==> src/rtl/clk_duty_meter_pkg.sv <==
`default_nettype none
// ============================================================================
//  Module : clk_meter_pkg
//  Brief  : Shared types and helpers for the clock duty-cycle meter.
//  Rev    : 1.0  initial release
// ============================================================================
package clk_meter_pkg;

    // Measurement FSM: IDLE/WAIT_RISE discard the partial first phase,
    // HIGH/LOW count the two phases of a full period.
    typedef enum logic [1:0] {
        IDLE      = 2'd0,
        WAIT_RISE = 2'd1,
        HIGH      = 2'd2,
        LOW       = 2'd3
    } meter_state_t;

    // Width of a counter that must be able to hold the value TIMEOUT itself.
    function automatic int edge_cnt_width(input int timeout);
        return $clog2(timeout + 1);
    endfunction

endpackage
`default_nettype wire

==> src/rtl/clk_duty_meter_if.sv <==
`default_nettype none
// ============================================================================
//  Module : clk_duty_meter_if
//  Brief  : Signal bundle between the measured source and the duty meter.
//           master = side driving sig_in, slave = the meter.
//  Rev    : 1.0  initial release
// ============================================================================
interface clk_duty_meter_if #(
    parameter int CNT_W = 16
);
    logic               sig_in;
    logic [CNT_W-1:0]   ton;
    logic [CNT_W-1:0]   toff;
    logic [CNT_W:0]     period;
    logic               meas_valid;
    logic               ovf;
    logic               no_clk;

    modport master (
        output sig_in,
        input  ton, toff, period, meas_valid, ovf, no_clk
    );

    modport slave (
        input  sig_in,
        output ton, toff, period, meas_valid, ovf, no_clk
    );
endinterface
`default_nettype wire

==> src/rtl/clk_duty_meter_sync_edge_det.sv <==
`default_nettype none
// ============================================================================
//  Module : sync_edge_det
//  Brief  : Multi-flop synchronizer for an asynchronous input followed by a
//           one-cycle delay for rise/fall detection.
//  Rev    : 1.0  initial release
// ============================================================================
module sync_edge_det #(
    parameter int SYNC_STAGES = 2
) (
    input  wire logic clk_i,
    input  wire logic rst_i,
    input  wire logic sig_i,
    output logic      sig_s_o,
    output logic      rise_o,
    output logic      fall_o
);
    logic [SYNC_STAGES-1:0] sync_q;
    logic                   sig_d_q;

    // Shift the raw input through the synchronizer and keep one cycle of history.
    always_ff @(posedge clk_i) begin
        if (rst_i) begin
            sync_q  <= '0;
            sig_d_q <= 1'b0;
        end else begin
            sync_q  <= {sync_q[SYNC_STAGES-2:0], sig_i};
            sig_d_q <= sync_q[SYNC_STAGES-1];
        end
    end

    assign sig_s_o = sync_q[SYNC_STAGES-1];
    assign rise_o  =  sig_s_o & ~sig_d_q;
    assign fall_o  = ~sig_s_o &  sig_d_q;
endmodule
`default_nettype wire

==> src/rtl/clk_duty_meter.sv <==
`default_nettype none
// ============================================================================
//  Module : clk_duty_meter
//  Brief  : Measures high time, low time and period of a pulse train in
//           clk100 cycles; flags saturated phases and loss of toggling.
//  Rev    : 1.0  initial release
// ============================================================================
module clk_duty_meter
    import clk_meter_pkg::*;
#(
    parameter int CNT_W       = 16,
    parameter int SYNC_STAGES = 2,
    parameter int TIMEOUT     = 1000
) (
    input  wire logic      clk100,
    input  wire logic      rst,
    clk_duty_meter_if.slave bus
);
    localparam int               EW      = edge_cnt_width(TIMEOUT);
    localparam logic [CNT_W-1:0] CNT_MAX = '1;
    localparam logic [EW-1:0]    TO_VAL  = EW'(TIMEOUT);

    logic w_sig_s, w_rise, w_fall, w_edge, w_timeout;

    meter_state_t       state_q, state_d;
    logic [CNT_W-1:0]   hi_cnt_q, hi_cnt_d;
    logic [CNT_W-1:0]   lo_cnt_q, lo_cnt_d;
    logic               phase_sat_q, phase_sat_d;
    logic [EW-1:0]      edge_cnt_q, edge_cnt_d;
    logic [CNT_W-1:0]   ton_q, ton_d;
    logic [CNT_W-1:0]   toff_q, toff_d;
    logic [CNT_W:0]     period_q, period_d;
    logic               ovf_q, ovf_d;
    logic               valid_q, valid_d;
    logic               no_clk_q, no_clk_d;

    sync_edge_det #(
        .SYNC_STAGES (SYNC_STAGES)
    ) u_sync (
        .clk_i   (clk100),
        .rst_i   (rst),
        .sig_i   (bus.sig_in),
        .sig_s_o (w_sig_s),
        .rise_o  (w_rise),
        .fall_o  (w_fall)
    );

    assign w_edge = w_rise | w_fall;

    // Next-state logic: FSM, phase counters, inactivity timer and publish path.
    always_comb begin
        state_d     = state_q;
        hi_cnt_d    = hi_cnt_q;
        lo_cnt_d    = lo_cnt_q;
        phase_sat_d = phase_sat_q;
        ton_d       = ton_q;
        toff_d      = toff_q;
        period_d    = period_q;
        ovf_d       = ovf_q;
        valid_d     = 1'b0;
        no_clk_d    = no_clk_q;

        // Inactivity timer; an edge always wins over an expiring timer.
        if (w_edge)
            edge_cnt_d = '0;
        else if (edge_cnt_q != TO_VAL)
            edge_cnt_d = edge_cnt_q + EW'(1);
        else
            edge_cnt_d = edge_cnt_q;
        w_timeout = !w_edge && (edge_cnt_d == TO_VAL);

        if (w_fall)
            no_clk_d = 1'b0;

        case (state_q)
            IDLE: begin
                if (w_fall)
                    state_d = WAIT_RISE;
            end
            WAIT_RISE: begin
                if (w_rise) begin
                    state_d     = HIGH;
                    hi_cnt_d    = CNT_W'(1);
                    phase_sat_d = 1'b0;
                end
            end
            HIGH: begin
                if (w_fall) begin
                    state_d  = LOW;
                    lo_cnt_d = CNT_W'(1);
                end else if (w_sig_s) begin
                    if (hi_cnt_q == CNT_MAX) phase_sat_d = 1'b1;
                    else                     hi_cnt_d    = hi_cnt_q + CNT_W'(1);
                end
            end
            LOW: begin
                if (w_rise) begin
                    ton_d       = hi_cnt_q;
                    toff_d      = lo_cnt_q;
                    period_d    = {1'b0, hi_cnt_q} + {1'b0, lo_cnt_q};
                    ovf_d       = phase_sat_q;
                    valid_d     = 1'b1;
                    state_d     = HIGH;
                    hi_cnt_d    = CNT_W'(1);
                    phase_sat_d = 1'b0;
                end else if (!w_sig_s) begin
                    if (lo_cnt_q == CNT_MAX) phase_sat_d = 1'b1;
                    else                     lo_cnt_d    = lo_cnt_q + CNT_W'(1);
                end
            end
            default: state_d = IDLE;
        endcase

        // Loss of toggling abandons the measurement; published values hold.
        if (w_timeout) begin
            state_d     = IDLE;
            no_clk_d    = 1'b1;
            phase_sat_d = 1'b0;
        end
    end

    // State and output registers with synchronous reset.
    always_ff @(posedge clk100) begin
        if (rst) begin
            state_q     <= IDLE;
            hi_cnt_q    <= '0;
            lo_cnt_q    <= '0;
            phase_sat_q <= 1'b0;
            edge_cnt_q  <= '0;
            ton_q       <= '0;
            toff_q      <= '0;
            period_q    <= '0;
            ovf_q       <= 1'b0;
            valid_q     <= 1'b0;
            no_clk_q    <= 1'b0;
        end else begin
            state_q     <= state_d;
            hi_cnt_q    <= hi_cnt_d;
            lo_cnt_q    <= lo_cnt_d;
            phase_sat_q <= phase_sat_d;
            edge_cnt_q  <= edge_cnt_d;
            ton_q       <= ton_d;
            toff_q      <= toff_d;
            period_q    <= period_d;
            ovf_q       <= ovf_d;
            valid_q     <= valid_d;
            no_clk_q    <= no_clk_d;
        end
    end

    assign bus.ton        = ton_q;
    assign bus.toff       = toff_q;
    assign bus.period     = period_q;
    assign bus.ovf        = ovf_q;
    assign bus.meas_valid = valid_q;
    assign bus.no_clk     = no_clk_q;
endmodule
`default_nettype wire

==> src/flat_wrapper.sv <==
// flat-port wrapper written by rule: the top's interface ports become plain ports
module clk_duty_meter_flat import clk_meter_pkg::*;
#(
    parameter int CNT_W       = 16,
    parameter int SYNC_STAGES = 2,
    parameter int TIMEOUT     = 1000
)
  (clk100, rst, bus_sig_in, bus_ton, bus_toff, bus_period, bus_meas_valid, bus_ovf, bus_no_clk);
  clk_duty_meter_if #(.CNT_W(CNT_W)) bus_i ();
  input  wire logic clk100;
  input  wire logic rst;
  input wire logic [$bits(bus_i.sig_in)-1:0] bus_sig_in;
  output wire logic [$bits(bus_i.ton)-1:0] bus_ton;
  output wire logic [$bits(bus_i.toff)-1:0] bus_toff;
  output wire logic [$bits(bus_i.period)-1:0] bus_period;
  output wire logic [$bits(bus_i.meas_valid)-1:0] bus_meas_valid;
  output wire logic [$bits(bus_i.ovf)-1:0] bus_ovf;
  output wire logic [$bits(bus_i.no_clk)-1:0] bus_no_clk;
  assign bus_i.sig_in = bus_sig_in;
  assign bus_ton = bus_i.ton;
  assign bus_toff = bus_i.toff;
  assign bus_period = bus_i.period;
  assign bus_meas_valid = bus_i.meas_valid;
  assign bus_ovf = bus_i.ovf;
  assign bus_no_clk = bus_i.no_clk;
  clk_duty_meter #(.CNT_W(CNT_W), .SYNC_STAGES(SYNC_STAGES), .TIMEOUT(TIMEOUT)) u_core (.clk100(clk100), .rst(rst), .bus(bus_i));
endmodule
==> config.mk <==
export PLATFORM = sky130hd
export DESIGN_NAME = clk_duty_meter_flat
export DESIGN_NICKNAME = d
export VERILOG_FILES = /design/src/rtl/clk_duty_meter_pkg.sv /design/src/rtl/clk_duty_meter_if.sv /design/src/rtl/clk_duty_meter_sync_edge_det.sv /design/src/rtl/clk_duty_meter.sv /design/src/flat_wrapper.sv
export SDC_FILE = /design/constraint.sdc
export NUM_CORES = 1
export LEC_CHECK = 0
export CAP_MARGIN = 30
export CORE_MARGIN = 5
export CORE_UTILIZATION = 30
export DETAILED_ROUTE_END_ITERATION = 7
export PLACE_DENSITY = 0.49
export RECOVER_POWER = 50
export REMOVE_ABC_BUFFERS = 1
export SETUP_SLACK_MARGIN = 0.02
export SLEW_MARGIN = 20
export SYNTH_ARGS = -nofsm -noshare
export SYNTH_HDL_FRONTEND = slang
export SYNTH_SLANG_ARGS = --single-unit
==> constraint.sdc <==
create_clock -name clk100 -period 6.2 [get_ports clk100]
set_clock_uncertainty 0.15 [all_clocks]
set_input_delay 1.86 -clock clk100 [delete_from_list [all_inputs] [get_ports clk100]]
set_output_delay 1.86 -clock clk100 [all_outputs]
set_load 0.02 [all_outputs]
==> Yosys cells after proc, flatten, opt, wreduce, memory -nomap -nowiden <==
Cells that the tools add are included.
{ "classes": {"add_sub_neg": 4, "multipliers": 0, "div_mod_pow": 0, "n_lt_le_gt_ge": 0, "eq_ne": 20, "shift": 0, "muxes": 27, "bitwise_logic": 6, "reduce_logical": 15} }
{ "op_table": {"columns": ["op", "n"], "rows": [
  ["2-to-1 mux 16 bit", 8],
  ["case mux 16 bit (2 select lines)", 2],
  ["adder 16 x 1 -> 16 bit (second input constant)", 2],
  ["equality test 16 bit (second input constant)", 2],
  ["2-to-1 mux 10 bit", 2],
  ["adder 16 x 16 -> 17 bit", 1],
  ["inequality test 2 bit (second input constant)", 6],
  ["adder 10 x 1 -> 10 bit (second input constant)", 1],
  ["equality test 10 bit (second input constant)", 1],
  ["2-to-1 mux 1 bit", 10],
  ["inequality test 10 bit (second input constant)", 1],
  ["inequality test 2 x 1 -> 1 bit (second input constant)", 5],
  ["AND reduction 5 bit", 2],
  ["AND reduction 7 bit", 1],
  ["2-to-1 mux 2 bit", 3],
  ["case mux 2 bit (3 select lines)", 1],
  ["nonzero test 2 bit", 3],
  ["OR reduction 2 bit", 3],
  ["equality test 2 bit (second input constant)", 2],
  ["inequality test 3 x 1 -> 1 bit (second input constant)", 1],
  ["inequality test 3 x 2 -> 1 bit (second input constant)", 1],
  ["inverter 1 bit", 3],
  ["case mux 1 bit (3 select lines)", 1],
  ["AND reduction 3 bit", 1],
  ["8 further kinds", 9]
]} }
{ "word_totals": {"register_bits": 100, "latchBits": 0, "mem_bits_rw": 0, "rom_bits": 0, "in_bits": 3, "output_inout_bits": 52, "wordCells": 85, "mem_count": 0} }

==> Longest topological paths before layout <==
Gate-level depths: netlist of the first run.
{ "depth": {"word_depth": 7, "depth_mapped": 10, "ltp_nobuf": 7} }

==> Cells and area by module <==
From an unflattened synthesis of the first run, not the netlist that was laid out.
{ "unflattened": {"hier_cells": 616, "area_unflattened_um2": 5036.1} }
{ "by_module_without_submodules": {"columns": ["module", "instances", "cells_per_inst", "area_each_um2", "seq_area_each_um2"], "rows": [
  ["clk_duty_meter", 1, 608, 4944.7, 1941.9],
  ["sync_edge_det", 1, 8, 91.3, 60.1]
]} }

==> Worst setup path before layout of the first run <==
Ideal clock, no wire load.
{ "synth_path": {"path_kind": "in2reg", "startpoint": "input rst", "endpoint": "register u_core.period_q[4] (netlist: u_core.bus.period[4])", "setup_time_ns": 0.128, "t_arrival_ns": 2.754, "required_ns": 5.922, "slack_ns": 3.168, "path_stages": 4, "n_path_buf": 3, "path_cell_list": "clkbuf_1 buf_1 clkbuf_1 nor2_1"} }
{ "synth_lines": {"columns": ["item", "line", "text"], "rows": [
  ["from (decl)", "flat_wrapper.sv:11", "input wire logic rst;"],
  ["to (signal assigned)", "clk_duty_meter.sv:144", "period_q <= period_d;"],
  ["to (decl)", "clk_duty_meter.sv:32", "logic [CNT_W:0] period_q, period_d;"]
]} }
No word-level cell between the ends.

==> Final worst setup path of the first run <==
{ "layout_path": {"startpoint": "register u_core.period_q[16] (netlist: u_core.bus.period[16])", "endpoint": "output bus_period[16]"} }
{ "layout_lines": {"columns": ["item", "line", "text"], "rows": [
  ["to (decl)", "flat_wrapper.sv:15", "output wire logic [$bits(bus_i.period)-1:0] bus_period;"]
]} }
No word-level cell between the ends.

==> impl_metrics.csv, run 1 <==
group,metric,value,unit
outcome,status,"completed",
layout,final_cells,883,
floorplan,die_h,139,um
floorplan,die_w,139,um
worst_setup_path,start_kind,"flop",
clocking,postCtsSetupBuffers,0,
timing,max-slew-margin-rel,0.160,
timing,setup_viol,0,
global_routing,grt_use_total,0.138,
synthesis,synthCells,615,
layout,area_delta_synth_final,21.0,%
synthesis,syn_avg_cell_area,8.17,um^2
worst_setup_path,regToRegStartpoint,"u_core.lo_cnt_q[0]",
route,wl_per_cell,15.4,um
clocking,tritoncts.num_buffers,9,
route,drt-pass1-iter-count,5,
global_routing,grt_pass1_wl,21.9,mm
worst_setup_path,path_cells,"clkdlybuf4s50_1",
synthesis,ys_seq_area_frac,0.398,
layout,layout_commonest_cell,"nand2_1",
pwr,power,1.29,mW
global_routing,grt-ovfl-total,0,
pwr,peakVddDrop,0.130,mV
worst_setup_path,worst_path_max_delay_cell,"clkdlybuf4s50_1",
route,drt_iter0_drc,354,
synthesis,synth_edf_count,0,
clocking,cts_resized,0,
pwr,cellPowerDensity,213,nW/um^2
floorplan,rows,47,
timing,drv_slew,0,
worst_setup_path,critPathCaptureType,"primary output",
worst_setup_path,critical_path_buf_inv_count,1,
clocking,cts_hold_buf,0,
clocking,ctsHtreeMaxLevel,3,
synthesis,async_flop_share,0,
timing,tightest_slew,1.23,ns
run,drv_cap,0,
route,drc_errors,0,
synthesis,ys_seq_elements,100,
route,drt_wl_total,13.6,mm
placed_design,dp_hpwl,9.60,mm
synthesis,yosys.cell_types.count,65,
worst_setup_path,startpoint,"u_core.bus.period[16]",
clocking,cts_tree,"done",
layout,nNetsFinal,685,
layout,mostFrequentLayoutCells,"nand2_1, dfxtp_1, a21oi_1",
timing,grt_setup_unrepaired,"no",
layout,drive_gt1_frac,0.0422,
layout,fin_area,6080,um^2
timing,finalCritPeriodShare,0.545,
placed_design,place_area,5780,um^2
layout,antenna_cells,0,
timing,fin_crit,3.38,ns
timing,holdWs,0.295,ns
global_routing,grt_max_degree,66,
placed_design,place_inst,867,
route,avgViaCountPerCell,5.21,
worst_hold_path,hp-class,"reg -> reg",
global_routing,grt_pass1_vias,4272,
worst_setup_path,slowest_delay,0.64,ns
worst_setup_path,crit_type,"reg -> out",
floorplan,start_util,0.304,
clocking,clk_latency,0.35,ns
floorplan,dieArea,19400,um^2
worst_setup_path,worst_ep_required_time,4.19,ns
timing,max_freq,296,MHz
clocking,path_clk_slew,0.07,ns
clocking,clk_path_buf_depth,2,
clocking,clk_root_buffer_cell,"clkbuf_16",
placed_design,port_buffers,54,
floorplan,core,16500,um^2
global_routing,antenna_found_initial,0,
route,antenna_left,0,
timing,fin_ws,2.82,ns
clocking,cts.sinks,100,
synthesis,yosysWarnings,0,
layout,fin_util,0.368,
worst_setup_path,crit_arrival,1.37,ns
floorplan,ioPinCount,55,
synthesis,syn_area,5030,um^2
worst_hold_path,worstHoldStart,"u_core.u_sync.sync_q[0]",
synthesis,synth_ff_type,"dfxtp_1",
timing,finalHoldViolations,0,
timing,tns,0,ns
placed_design,place_ws,2.69,ns
pwr,p_leak,2.12,nW
worst_setup_path,critical_path_peak_fanout,2,
worst_setup_path,crit_family,"buffers and inverters",
route,vias,4599,
placed_design,place_congestion,0.856,
==> worst paths after layout <==
check	slack [ns]	depth (start not counted)	endpoint
setup / recovery	2.82	1	bus_period[16]
hold / removal	0.30	1	u_core.u_sync.sync_q[1]
setup reg to reg	3.23	7	u_core.bus.period[10]
hold reg to reg	0.30	1	u_core.u_sync.sync_q[1]
==> state kept, by name, summed over array words and instances (netlist names) <==
register / flops
u_core.state_q: 2
u_core.bus.toff: 16
u_core.bus.period: 17
u_core.u_sync.sync_q: 2
u_core.bus.ovf: 1
u_core.phase_sat_q: 1
u_core.bus.meas_valid: 1
u_core.edge_cnt_q: 10
u_core.hi_cnt_q: 16
u_core.bus.ton: 16
u_core.bus.no_clk: 1
u_core.u_sync.sig_d_q: 1
u_core.lo_cnt_q: 16
==> cell usage after synthesis, drive strengths merged, types with 8 or more instances <==
master    n  area share
a21oi    67       0.067
and3     13       0.016
clkbuf   21       0.016
dfxtp   100        0.40
ha       23       0.057
inv      15       0.011
nand2   104       0.078
nand3    28       0.028
nand4    13       0.019
nor2     40       0.030
nor2b     8       0.010
nor3     11       0.011
nor4      8       0.011
o211ai    8       0.012
o21ai    26       0.026
or3      18       0.022
or4       9       0.013
xnor2     9       0.016
==> power by group <==
part           internal, mW  switching (mW)
Sequential            0.645         0.00518
Clock                 0.365           0.248
Combinational       0.00865          0.0219
==> metal layers <==
metal  track usage  routed length (um)  up-vias
li1              -                   -     2340
met1         0.185                6480     2157
met2         0.217                6320       86
met3        0.0346                 603       16
met4        0.0463                 236        0
met5             0                   0        -
==> final cells by class <==
class	instances	area [um^2]
Clock buffer	12	246
Clock inverter	4	72.6
Fill cell	1710	10400
Inverter	16	60.1
Multi-Input combinational cell	472	2850
Sequential cell	100	2000
Tap cell	220	275
Timing Repair Buffer	59	579
==> logic make-up after synthesis <==
| family | synth area share |
|---|---|
| simple gates | 0.272 |
| mux | 0.00996 |
| compound gates | 0.203 |
| fa+ha+maj | 0.0612 |
| xor+xnor | 0.0226 |
| flops | 0.398 |
| buf+inv | 0.0328 |
Note: power is estimated with default switching activity, not from simulation.
==> run 2, diff against run 1 <==
==> constraint.sdc (replaced) <==
create_clock -name clk100 -period 3.5 [get_ports clk100]
set_clock_uncertainty 0.15 [all_clocks]
set_input_delay 1.05 -clock clk100 [delete_from_list [all_inputs] [get_ports clk100]]
set_output_delay 1.05 -clock clk100 [all_outputs]
set_load 0.02 [all_outputs]
==> run 2 against run 1 <==
Compared with the run above:
- sequential share of layout area grew 0.44 points
- first-iteration DRC count shrank 13%
- cell area shrank 1.3%
- die area is the same
- via count grew 2.2%
- critical path type is now in -> reg
- largest cell class unchanged
==> impl_metrics.csv, run 2 (synthesized netlist as in run 1, its figures left out) <==
group,metric,value,unit
layout,mostFrequentLayoutCells,"nand2_1, dfxtp_1, a21oi_1",
layout,nNetsFinal,686,
route,wl_met1,6.66,mm
clocking,cts_hold_buf,0,
clocking,cts_resized,0,
clocking,clk_path_buf_depth,2,
pwr,seq_power_share,0.547,
timing,tightest_slew,1.38,ns
route,vias,4699,
timing,finalCritPeriodShare,0.833,
timing,max-slew-margin-rel,0.0772,
run,drv_cap,0,
worst_setup_path,crit_type,"in -> reg",
layout,antenna_cells,0,
route,drt-pass1-iter-count,5,
pwr,power.switching,0.469,mW
layout,fin_util,0.363,
layout,layout_commonest_cell,"nand2_1",
global_routing,grt_max_degree,66,
floorplan,core,16500,um^2
worst_setup_path,critPathCaptureType,"flop",
route,drt_wl_total,14.0,mm
pwr,cellPowerDensity,350,nW/um^2
timing,max_freq,343,MHz
route,wl_per_cell,15.8,um
pwr,clockPowerShare,0.427,
pwr,combPwrFrac,0.026,
clocking,path_clk_slew,0.07,ns
global_routing,grt_pass1_wl,23.4,mm
route,dr.max_layer_used,"met4",
clocking,clk_root_buffer_cell,"clkbuf_16",
clocking,ctsHtreeMaxLevel,3,
pwr,switching_share,0.223,
route,drt_iter0_drc,309,
worst_setup_path,crit_arrival,3.02,ns
floorplan,die_w,139,um
worst_hold_path,hp-class,"reg -> reg",
global_routing,grt_use_total,0.147,
global_routing,grt_pass1_vias,4529,
route,wl_met2,6.54,mm
worst_setup_path,start_kind,"input pin",
clocking,cts.sinks,100,
floorplan,die_h,139,um
route,avgViaCountPerCell,5.32,
timing,finalHoldViolations,0,
route,drc_errors,0,
layout,largest_reg_flops,17,
pwr,p_int,1.63,mW
clocking,tritoncts.num_buffers,9,
clocking,clk_latency,0.35,ns
worst_setup_path,critical_path_peak_fanout,65,
route,antenna_left,0,
timing,grt_setup_unrepaired,"no",
timing,tns,0,ns
timing,drv_slew,0,
layout,area_delta_synth_final,19.4,%
global_routing,grt-ovfl-total,0,
timing,setup_viol,0,
floorplan,rows,47,
global_routing,antenna_found_initial,0,
timing,fin_crit,2.91,ns
pwr,p_leak,2.12,nW
outcome,status,"completed",
placed_design,dp_hpwl,9.88,mm
floorplan,start_util,0.304,
clocking,postCtsSetupBuffers,0,
pwr,peakVddDrop,0.225,mV
clocking,cts_tree,"done",
route,wl_met3,568,um
floorplan,ioPinCount,55,
placed_design,place_congestion,0.850,
floorplan,dieArea,19400,um^2
placed_design,port_buffers,54,
worst_setup_path,worst_ep_required_time,3.61,ns
layout,drive_gt1_frac,0.0377,
-- run 2: changes by cell type in the layout (fill, tap and decap cells not counted), sizes merged --
cell	delta
clkdlybuf4s50	-7
dlygate4sd3	+7
bufinv	-2
clkinv	+2
clkbuf	+1
clkinvlp	-1
-- run 2: final timing paths --
path | endpoint | cells after the start | startpoint | slack (ns)
worst max register to register | u_core.phase_sat_q | 7 | u_core.edge_cnt_q[0] | 0.64
worst min register to register | u_core.u_sync.sync_q[1] | 1 | u_core.u_sync.sync_q[0] | 0.29
worst min-delay path | u_core.u_sync.sync_q[1] | 1 | u_core.u_sync.sync_q[0] | 0.29
worst max-delay path | u_core.lo_cnt_q[7] | 5 | rst | 0.59
-- run 2: final cells by class --
type / instances / area (um^2)
Fill cell: 1751 / 10500
Multi-Input combinational cell: 472 / 2840
Sequential cell: 100 / 2000
Timing Repair Buffer: 60 / 577
Tap cell: 220 / 275
Clock buffer: 12 / 236
Inverter: 16 / 60.1
Clock inverter: 3 / 15.0
-- run 2: power groups by stage --
stage / Sequential (mW) / Clock [mW] / Combinational (mW)
after detailed placement: 1.18 / 0 / 0.0596
after CTS: 1.15 / 0.931 / 0.0598
after floorplan: 1.17 / 0 / 0.0302
final: 1.15 / 0.897 / 0.0548
after global routing: 1.15 / 0.975 / 0.0631
after global placement: 1.18 / 0 / 0.0582
-- run 2: layer usage --
layer  vias to the layer above  track usage
li1                       2344            -
met1                      2248        0.187
met2                        92        0.245
met3                        15       0.0398
met4                         0       0.0443
met5                         -            0
-- run 2: stage by stage --
step / setup slack [ns] / std cells / total power [mW] / area [um^2] / hold slack, ns
floorplan: 0.523 / 588 / 1.20 / 4920 / 0.264
global placement: 0.783 / 868 / 1.23 / 5800 / 0.278
detailed placement: 0.732 / 868 / 1.24 / 5800 / 0.273
CTS: 0.703 / 883 / 2.14 / 6050 / 0.287
global route: 0.255 / 883 / 2.19 / 6000 / 0.322
finish: 0.586 / 883 / 2.10 / 6000 / 0.289
-- run 2: worst max-delay path: stages --
cell	delay [ns]
clkbuf_1	0.09
clkbuf_2	0.73
a21oi_1	0.78
nand2b_1	0.11
o41ai_1	0.23
==> run 3, diff against run 2 <==
--- a/config.mk
+++ b/config.mk
@@ -9,7 +9,7 @@
 export CORE_MARGIN = 5
 export CORE_UTILIZATION = 30
 export DETAILED_ROUTE_END_ITERATION = 7
-export PLACE_DENSITY = 0.49
+export PLACE_DENSITY = 0.51
 export RECOVER_POWER = 50
 export REMOVE_ABC_BUFFERS = 1
 export SETUP_SLACK_MARGIN = 0.02
==> constraint.sdc (replaced) <==
create_clock -name clk100 -period 2.38 [get_ports clk100]
set_clock_uncertainty 0.15 [all_clocks]
set_input_delay 0.714 -clock clk100 [delete_from_list [all_inputs] [get_ports clk100]]
set_output_delay 0.714 -clock clk100 [all_outputs]
set_load 0.02 [all_outputs]
==> run 3 against run 2 <==
Compared with the run above:
- utilization up 3.7 points
- via count up 3.9%
- count of clock-buffer cells in the layout unchanged
- cell count up 7.5%
- combinational power up 84%
- cell area up 10%
- worst setup slack worse by 0.56 ns
- first-iteration DRC count down 33%
- total power up 60%
- non-clock buffer count up 65
- critical endpoint is now u_core.bus.period[13]
==> impl_metrics.csv, run 3 (synthesized netlist as in run 1, its figures left out) <==
group,metric,value,unit
outcome,status,"completed",
clocking,cts_tree,"done",
timing,max-slew-margin-rel,0.557,
pwr,p_leak,2.48,nW
run,drv_cap,0,
timing,tightest_slew,0.665,ns
route,vias,4882,
global_routing,grt-ovfl-total,0,
floorplan,dieArea,19400,um^2
placed_design,place_inst,932,
worst_setup_path,start_kind,"flop",
floorplan,core,16500,um^2
global_routing,antenna_found_initial,0,
route,drt_wl_total,14.6,mm
worst_setup_path,worst_ep_required_time,2.52,ns
timing,drv_slew,0,
clocking,path_clk_slew,0.06,ns
route,drt-pass1-iter-count,5,
worst_setup_path,critPathCaptureType,"flop",
floorplan,start_util,0.304,
layout,antenna_cells,0,
timing,finalCritPeriodShare,0.990,
placed_design,dp_hpwl,11.1,mm
worst_setup_path,startpoint,"u_core.hi_cnt_q[0]",
route,wl_per_cell,15.4,um
global_routing,grt_pass1_vias,4682,
pwr,peakVddDrop,0.326,mV
floorplan,die_h,139,um
timing,setup_viol,0,
global_routing,grt_pass1_wl,23.9,mm
clocking,ctsHtreeMaxLevel,3,
placed_design,place_ws,-0.110,ns
worst_setup_path,crit_arrival,2.50,ns
layout,fill_cells,1678,
placed_design,place_congestion,0.860,
timing,fin_crit,2.36,ns
clocking,cts_hold_buf,0,
timing,finalHoldViolations,0,
pwr,cellPowerDensity,510,nW/um^2
layout,nNetsFinal,751,
worst_setup_path,crit_type,"reg -> reg",
layout,multiInputGateArea,2930,um^2
timing,fin_ws,0.0241,ns
layout,regArea,2000,um^2
layout,area_delta_synth_final,31.6,%
global_routing,grt_max_degree,33,
timing,max_freq,424,MHz
clocking,cts.sinks,100,
global_routing,grt_use_total,0.149,
worst_hold_path,hp-class,"reg -> reg",
worst_hold_path,worstHoldStart,"u_core.bus.period[7]",
layout,mostFrequentLayoutCells,"nand2_1, dfxtp_1, a21oi_1",
clocking,clk_root_buffer_cell,"clkbuf_16",
worst_setup_path,regToRegStartpoint,"u_core.hi_cnt_q[0]",
layout,final_cells,949,
route,drc_errors,0,
clocking,clk_latency,0.35,ns
route,drt_iter0_drc,207,
route,antenna_left,0,
layout,layout_commonest_cell,"nand2_1",
worst_setup_path,critical_path_peak_fanout,2,
placed_design,port_buffers,54,
clocking,clk_path_buf_depth,2,
route,avgViaCountPerCell,5.14,
floorplan,rows,47,
layout,drive_gt1_frac,0.130,
timing,grt_setup_unrepaired,"yes",
floorplan,ioPinCount,55,
layout,largest_reg_flops,17,
floorplan,die_w,139,um
clocking,tritoncts.num_buffers,9,
run 3: critical path, cell delays in order (launching register included):
cell       delay, ns
dfxtp_2         0.34
ha_4            0.16
buf_4           0.12
buf_4           0.12
a211oi_1        0.28
o21ai_1         0.16
a311o_1         0.36
a2111oi_1       0.46
a211o_1         0.16
run 3: final cells by class:
cell class,count,area share
Sequential cell,100,0.303
Clock buffer,12,0.0373
Multi-Input combinational cell,472,0.442
Tap cell,220,0.0416
Clock inverter,4,0.0110
Timing Repair Buffer,125,0.156
Inverter,16,0.00908
run 3: final timing paths:
path | slack, ns | endpoint | depth (start not counted)
worst max register to register | 0.02 | u_core.bus.period[13] | 8
worst max-delay path | 0.02 | u_core.bus.period[13] | 8
worst min-delay path | 0.29 | u_core.bus.period[7] | 2
worst min register to register | 0.29 | u_core.bus.period[7] | 2
run 3: layer usage:
layer,part of all wire,track usage,vias up
met5,0,0,-
met4,0.024,0.0520,0
met3,0.052,0.0367,25
met2,0.45,0.238,121
met1,0.47,0.197,2263
li1,-,-,2473
run 3: stage by stage:
| stage | util | instance area, um^2 | hold slack [ns] | power [mW] | TNS, ns |
|---|---|---|---|---|---|
| 3_5_place_dp | 0.381 | 6290 | 0.290 | 1.83 | -0.165 |
| 3_3_place_gp | 0.381 | 6290 | 0.269 | 1.83 | -0.177 |
| 6_report | 0.400 | 6620 | 0.291 | 3.37 | 0 |
| 2_1_floorplan | - | 4920 | 0.264 | 1.77 | -3.43 |
| 5_1_grt | 0.400 | 6620 | 0.322 | 3.51 | -0.434 |
| 4_1_cts | 0.400 | 6610 | 0.299 | 3.44 | 0 |
run 3: power by group:
part	total, mW	leakage [nW]	switching (mW)	internal (mW)
sequential	1.69	0.807	0.00761	1.68
clock	1.58	0.153	0.635	0.949
combinational	0.101	1.52	0.0663	0.0345
total	3.37	2.48	0.709	2.66
run 3: timing repair:
item,4_1_cts,5_1_grt
resized for setup,3,15
setup endpoints to repair,4,12
pin swaps,1,8
setup buffers,0,1
